[src/rtl/vram32_rd_arbiter_pkg.sv]
// Shared definitions for the VRAM32 read arbiter: requester IDs, arbiter states
// and the legal RAM read latency range.
package vram32_rd_arbiter_pkg;

  typedef enum logic [1:0] {
    ID_BGW = 2'd0,
    ID_SPR = 2'd1,
    ID_CPU = 2'd2
  } req_id_t;

  typedef enum logic {
    S_BLANK = 1'b0,
    S_VIDEO = 1'b1
  } arb_state_t;

  localparam int unsigned RD_LAT_MIN = 1;
  localparam int unsigned RD_LAT_MAX = 2;

endpackage

[src/rtl/vram_rd_tag_pipe.sv]
// RD_LAT-deep shift register of {vld, id} that routes returning VRAM32 data
// to its owner via a one-hot valid decode of the last stage.
module vram_rd_tag_pipe
  import vram32_rd_arbiter_pkg::*;
#(
  parameter int unsigned RD_LAT = 1
) (
  input  logic       vga_clk,
  input  logic       reset,
  input  logic       in_vld,
  input  logic [1:0] in_id,
  output logic       bgw_valid,
  output logic       spr_valid,
  output logic       cpu_valid
);

  logic [RD_LAT-1:0] vld_q;
  logic [1:0]        id_q [RD_LAT];

  always_ff @(posedge vga_clk or posedge reset) begin
    if (reset) begin
      vld_q <= '0;
      for (int unsigned i = 0; i < RD_LAT; i++) id_q[i] <= '0;
    end else begin
      vld_q[0] <= in_vld;
      id_q[0]  <= in_id;
      for (int unsigned i = 1; i < RD_LAT; i++) begin
        vld_q[i] <= vld_q[i-1];
        id_q[i]  <= id_q[i-1];
      end
    end
  end

  assign bgw_valid = vld_q[RD_LAT-1] && (id_q[RD_LAT-1] == ID_BGW);
  assign spr_valid = vld_q[RD_LAT-1] && (id_q[RD_LAT-1] == ID_SPR);
  assign cpu_valid = vld_q[RD_LAT-1] && (id_q[RD_LAT-1] == ID_CPU);

endmodule

[src/rtl/vram32_rd_arbiter.sv]
// Shares one VRAM32 read port between BGW, SPR and CPU readback, one grant per cycle.
// Build option VRAM_ARB_RR_EN: round-robin between BGW and SPR during video.
module vram32_rd_arbiter
  import vram32_rd_arbiter_pkg::*;
#(
  parameter int unsigned ADDR_W     = 14,
  parameter int unsigned DATA_W     = 32,
  parameter int unsigned RD_LAT     = 1,
  parameter int unsigned STARVE_MAX = 15
) (
  input  logic              vga_clk,
  input  logic              reset,
  input  logic              blank,
  input  logic              bgw_req,
  input  logic [ADDR_W-1:0] bgw_addr,
  output logic              bgw_gnt,
  output logic              bgw_valid,
  output logic [DATA_W-1:0] bgw_q,
  input  logic              spr_req,
  input  logic [ADDR_W-1:0] spr_addr,
  output logic              spr_gnt,
  output logic              spr_valid,
  output logic [DATA_W-1:0] spr_q,
  input  logic              cpu_req,
  input  logic [ADDR_W-1:0] cpu_addr,
  output logic              cpu_gnt,
  output logic              cpu_valid,
  output logic [DATA_W-1:0] cpu_q,
  output logic [ADDR_W-1:0] ram_addr,
  input  logic [DATA_W-1:0] ram_q,
  output logic              cpu_starved
);

  if (RD_LAT < RD_LAT_MIN || RD_LAT > RD_LAT_MAX) begin : g_bad_rd_lat
    $error("vram32_rd_arbiter: RD_LAT out of range");
  end
  if (STARVE_MAX < 1 || STARVE_MAX > 255) begin : g_bad_starve_max
    $error("vram32_rd_arbiter: STARVE_MAX out of range");
  end

  arb_state_t        state_q, state_d;
  logic [7:0]        starve_q, starve_d;
  logic [ADDR_W-1:0] last_addr_q;
  logic              grant_vld;
  logic [1:0]        grant_id;

`ifdef VRAM_ARB_RR_EN
  logic last_spr_q;
`endif

  assign cpu_starved = (starve_q == 8'(STARVE_MAX));

  always_comb begin
    bgw_gnt = 1'b0;
    spr_gnt = 1'b0;
    cpu_gnt = 1'b0;
    if (!reset) begin
      if (state_q == S_BLANK) begin
        if (cpu_req)      cpu_gnt = 1'b1;
        else if (spr_req) spr_gnt = 1'b1;
        else if (bgw_req) bgw_gnt = 1'b1;
      end else if (cpu_req && cpu_starved) begin
        cpu_gnt = 1'b1;
      end else if (bgw_req && spr_req) begin
`ifdef VRAM_ARB_RR_EN
        if (last_spr_q) bgw_gnt = 1'b1;
        else            spr_gnt = 1'b1;
`else
        bgw_gnt = 1'b1;
`endif
      end else if (bgw_req) begin
        bgw_gnt = 1'b1;
      end else if (spr_req) begin
        spr_gnt = 1'b1;
      end else if (cpu_req) begin
        cpu_gnt = 1'b1;
      end
    end
  end

  always_comb begin
    grant_vld = bgw_gnt | spr_gnt | cpu_gnt;
    grant_id  = ID_BGW;
    ram_addr  = last_addr_q;
    if (cpu_gnt) begin
      grant_id = ID_CPU;
      ram_addr = cpu_addr;
    end else if (spr_gnt) begin
      grant_id = ID_SPR;
      ram_addr = spr_addr;
    end else if (bgw_gnt) begin
      ram_addr = bgw_addr;
    end
  end

  // Counter only runs while video holds the CPU off; blanking always clears it.
  always_comb begin
    state_d  = state_q;
    starve_d = starve_q;
    case (state_q)
      S_BLANK: begin
        starve_d = '0;
        if (!blank) state_d = S_VIDEO;
      end
      S_VIDEO: begin
        if (blank) begin
          state_d  = S_BLANK;
          starve_d = '0;
        end else if (cpu_req && !cpu_gnt) begin
          if (!cpu_starved) starve_d = starve_q + 8'd1;
        end else begin
          starve_d = '0;
        end
      end
      default: begin
        state_d  = S_BLANK;
        starve_d = '0;
      end
    endcase
  end

  always_ff @(posedge vga_clk or posedge reset) begin
    if (reset) begin
      state_q     <= S_BLANK;
      starve_q    <= '0;
      last_addr_q <= '0;
    end else begin
      state_q  <= state_d;
      starve_q <= starve_d;
      if (grant_vld) last_addr_q <= ram_addr;
    end
  end

`ifdef VRAM_ARB_RR_EN
  always_ff @(posedge vga_clk or posedge reset) begin
    if (reset) begin
      last_spr_q <= 1'b1;
    end else if (state_q == S_VIDEO && (bgw_gnt || spr_gnt)) begin
      last_spr_q <= spr_gnt;
    end
  end
`endif

  vram_rd_tag_pipe #(
    .RD_LAT (RD_LAT)
  ) u_tag_pipe (
    .vga_clk   (vga_clk),
    .reset     (reset),
    .in_vld    (grant_vld),
    .in_id     (grant_id),
    .bgw_valid (bgw_valid),
    .spr_valid (spr_valid),
    .cpu_valid (cpu_valid)
  );

  assign bgw_q = ram_q;
  assign spr_q = ram_q;
  assign cpu_q = ram_q;

endmodule
[config.mk]
export PLATFORM = sky130hd
export DESIGN_NAME = vram32_rd_arbiter
export DESIGN_NICKNAME = d
export VERILOG_FILES = /design/src/rtl/vram32_rd_arbiter_pkg.sv /design/src/rtl/vram_rd_tag_pipe.sv /design/src/rtl/vram32_rd_arbiter.sv
export SDC_FILE = /design/constraint.sdc
export NUM_CORES = 1
export LEC_CHECK = 0
export ABC_AREA = 1
export CAP_MARGIN = 20
export CORE_MARGIN = 1
export CORE_UTILIZATION = 33
export CTS_CLUSTER_SIZE = 10
export DETAILED_ROUTE_END_ITERATION = 12
export PLACE_DENSITY = 0.82
export SLEW_MARGIN = 20
export SYNTH_ARGS = -nofsm -noshare
export SYNTH_HDL_FRONTEND = slang
export SYNTH_HIERARCHICAL = 1
export SYNTH_SLANG_ARGS = --single-unit
export TNS_END_PERCENT = 1
[constraint.sdc]
create_clock -name vga_clk -period 2.45 [get_ports vga_clk]
set_input_delay 0.49 -clock vga_clk [delete_from_list [all_inputs] [get_ports vga_clk]]
set_output_delay 0.49 -clock vga_clk [all_outputs]
set_load 0.005 [all_outputs]
==> results.md <==
* Run status: finished with violations
* Failing checks: negative setup slack
* H-tree depth at 1
* Initial core utilization at about 34%
* Die Ht at roughly 87 um
* Setup Skew at about 0.0016 ns
* First-pass GRT wire length at around 9 mm
* Max-slew violations at 0
* R2r setup slk at just over 0.6 ns
* Main combinational cell family by area after synthesis: buffers and inverters
* CTS tree: yes
* Post-Syn Instances at 313
* Slew Limit Headroom at about three quarters
* WP data required at 1.96 ns
* EDFF count, synth at 0
* Tmin final at between 2 and 3 ns
* Register bit total from synthesis at 26
* Multiplexer share of the synthesized area at 0%
* Placed instance area at ~2800 sq um
* CP Launch Type: flop
* RSZ-0062 raised after global routing: yes
* Highest Clock Rate at 395.6 MHz
* Area leader, netlist: buf_4
* Synth area leaders: buf_4 (31%), dfrtp_1 (27%), nand3_1 (9.3%)
* Worst Path Max Fanout at 8
* Drt pass-1 iters at 4
* Post-Syn Area at approximately 2400 sq um
* Layout cell share with drive strength beyond 1 at about two fifths
* Routed wire length per instance at about 13 um
* Die area at approximately 7500 sq um
* Row count at 30
* Period utilization at 103.2%
* Die width at between 80 and 90 um
* Hold Path Class: in -> async
* DR iter-0 viols at 85
* CP most frequent cell: nand2_2
* Clk Latency, worst-skew pair at 0.27 ns
* Critical Path, Cell by Cell: ha_2 > nand2_2 > nor2_4 > nand4_4 > buf_6 > nand3_2 > nand2_2 > nand2_4 > nand2_8 > clkinv_8 > nand2_1 > nand3_1 > buf_2
* Design area at just under 3000 sq um
* Dpl cells at between 400 and 500
* Yosys warnings at 6
* Top Ports at ~200
* GRT Total Usage at between 10% and 20%
* CP top delay family: simple AND/OR/NAND/NOR gates
* TritonCTS buffer count at 3
* Synth Area in Adders at less than 1%
* # DRC at 0
* Nets@finish at 416
* Final setup fails at 14
* Estimated wirelength of the detail-placed design at approximately 4.4 mm
* Synth unique cells at 24
* GP Congestion at about 0.83
* CP Buf/Inv Count at 3
* Vias in the first global route at 1975
* Arrival time worst endpoint at 2.04 ns
* Synth Area in Simple Gates at about 33%
* Critical path depth at 13
* Initial antenna violation count at 0
* CTS Buffer Depth at 2
* CP endpoint kind: output pin
* Vias per std cell at 4.500
* Clock Sinks at 26
* Pwr/cell area at approximately 400 nW/um^2
* I/O Buffers at just under 70
* Ys async rst share at 100.0%
* Setup slack after layout at -0.07779 ns
* Synth top area share at between 30 and 40%
* Leakage power at 0.001480 uW
* ANT nets after route at 0
* WL final at approximately 5.7 mm
* Most frequent cells after synthesis: buf_4 (98), nand2_1 (56), nand3_1 (44)
* Compound-Gate Fraction of Synth Area at under 10%
* Synthesized area per cell at around 7.6 sq um
* Via Count at between 1500 and 2000
* Worst R2R Path Depth at 10
* CTS clock-pin slew for the worst setup and hold paths at 0.09 ns
* Fin cells at between 400 and 500
* Root Buffer: clkbuf_8
* Top-count cell post-synth: buf_4
* CP max stage delay at 0.37 ns
* GRT overflow at 0
* Overall Power at between 1000 and 1500 uW
* N_diodes at 0
* Worst Tran Pin Value at 0.3678 ns
* Maxcap violations at 0
* Pin count of the biggest net entering global routing at 24
* Mapped Nets at about 390
* CP max-delay cell: dfrtp_1
* Maximum VDD drop at 261.6 uV
* Core Area at ~6900 sq um
* Area Overhead vs Synth at 24.88%
* Seq/Total Area, Yosys at approximately 27%
* Commonest register cell after synthesis: dfrtp_1
* Crit Path Category: reg -> out
* Post-synthesis xor/xnor area fraction at between 1.5 and 2%
* Fillers at between 600 and 700
* Final Hold Fails at 0
-- path summary, 6_finish.rpt --
check                                      to            from
setup / recovery                  ram_addr[2]     starve_q[0]
hold / removal             u_tag_pipe/id_q[1]           reset
setup reg to reg                  starve_q[1]     starve_q[0]
hold reg to reg                last_addr_q[8]  last_addr_q[8]
max in group asynchronous             state_q           reset
min in group vga_clk           last_addr_q[8]  last_addr_q[8]
-- state kept, by name, summed over array words and instances (netlist names) --
name,cells
last_addr_q,14
u_tag_pipe/vld_q,1
u_tag_pipe/id_q,2
starve_q,8
state_q,1
-- per-stage QoR --
| step | hold WS (ns) | setup TNS, ns | setup slack, ns | util [%] |
|---|---|---|---|---|
| after floorplan | 0.2436 | 0 | 0.3103 | - |
| after global placement | 0.5491 | -6.873 | -0.4594 | 40.22 |
| after detailed placement | 0.5744 | -7.553 | -0.5028 | 40.22 |
| after CTS | 0.4759 | -0.9322 | -0.1341 | 42.35 |
| after global routing | 0.4853 | -1.588 | -0.1541 | 43.06 |
| final | 0.4767 | -0.4700 | -0.07779 | 43.06 |
-- routing by layer --
layer	track usage [%]	share of wire (%)	vias to the layer above	routed length (um)
li1	-	-	924	-
met1	17.72	39	908	2225
met2	25.90	50	66	2847
met3	3.333	7.5	37	429
met4	8.485	4.1	0	236
met5	0	0	-	0
-- cell type report --
class	count	area, sq um	share of cell area, %
inverter	17	86.33	2.919
timing repair inverter	1	16.27	0.5499
clock buffer	4	55.05	1.861
tap	96	120.1	4.061
sequential	26	650.6	22.00
timing repair buffer	118	1070	36.17
multi-input combinational	168	959.7	32.44
-- timing repair --
item                                    CTS  global route
hold endpoints to repair                  0             0
setup buffers                             5             2
pin swaps                                10             7
hold buffers                              0             0
endpoints found under the setup margin   17            17
gates cloned                              1             0
resized for setup                        79            16
-- power breakdown --
group	switching (uW)	total [uW]	internal, uW
combinational	205	440	235
clock	137	280	144
sequential	19.5	493	474
total	361	1210	853
-- cells by family after synthesis --
kind of cell / Yosys count
AOI/OAI and AO/OA: 5
xor gates and xnor gates: 5
adders and majority gates: 1
DFF: 26
and+or+nand+nor: 157
buffers and inverters: 119
-- cells in the final DEF, fill, tap and decap left out, types with 2 or more instances in the layout --
| master | n |
|---|---|
| nor2_2 | 3 |
| nand2_1 | 53 |
| xor2_1 | 5 |
| buf_12 | 6 |
| clkinv_8 | 2 |
| nand2_2 | 32 |
| dfrtp_1 | 26 |
| nand3_4 | 2 |
| o21ai_0 | 2 |
| buf_2 | 14 |
| clkdlybuf4s50_1 | 50 |
| nand3_1 | 36 |
| nand2_4 | 3 |
| nand3_2 | 8 |
| nor2_1 | 13 |
| dlygate4sd2_1 | 2 |
| buf_4 | 42 |
| buf_6 | 3 |
| a21oi_1 | 3 |
| clkbuf_8 | 4 |
| inv_1 | 13 |
Note: power is estimated with default switching activity, not from simulation.
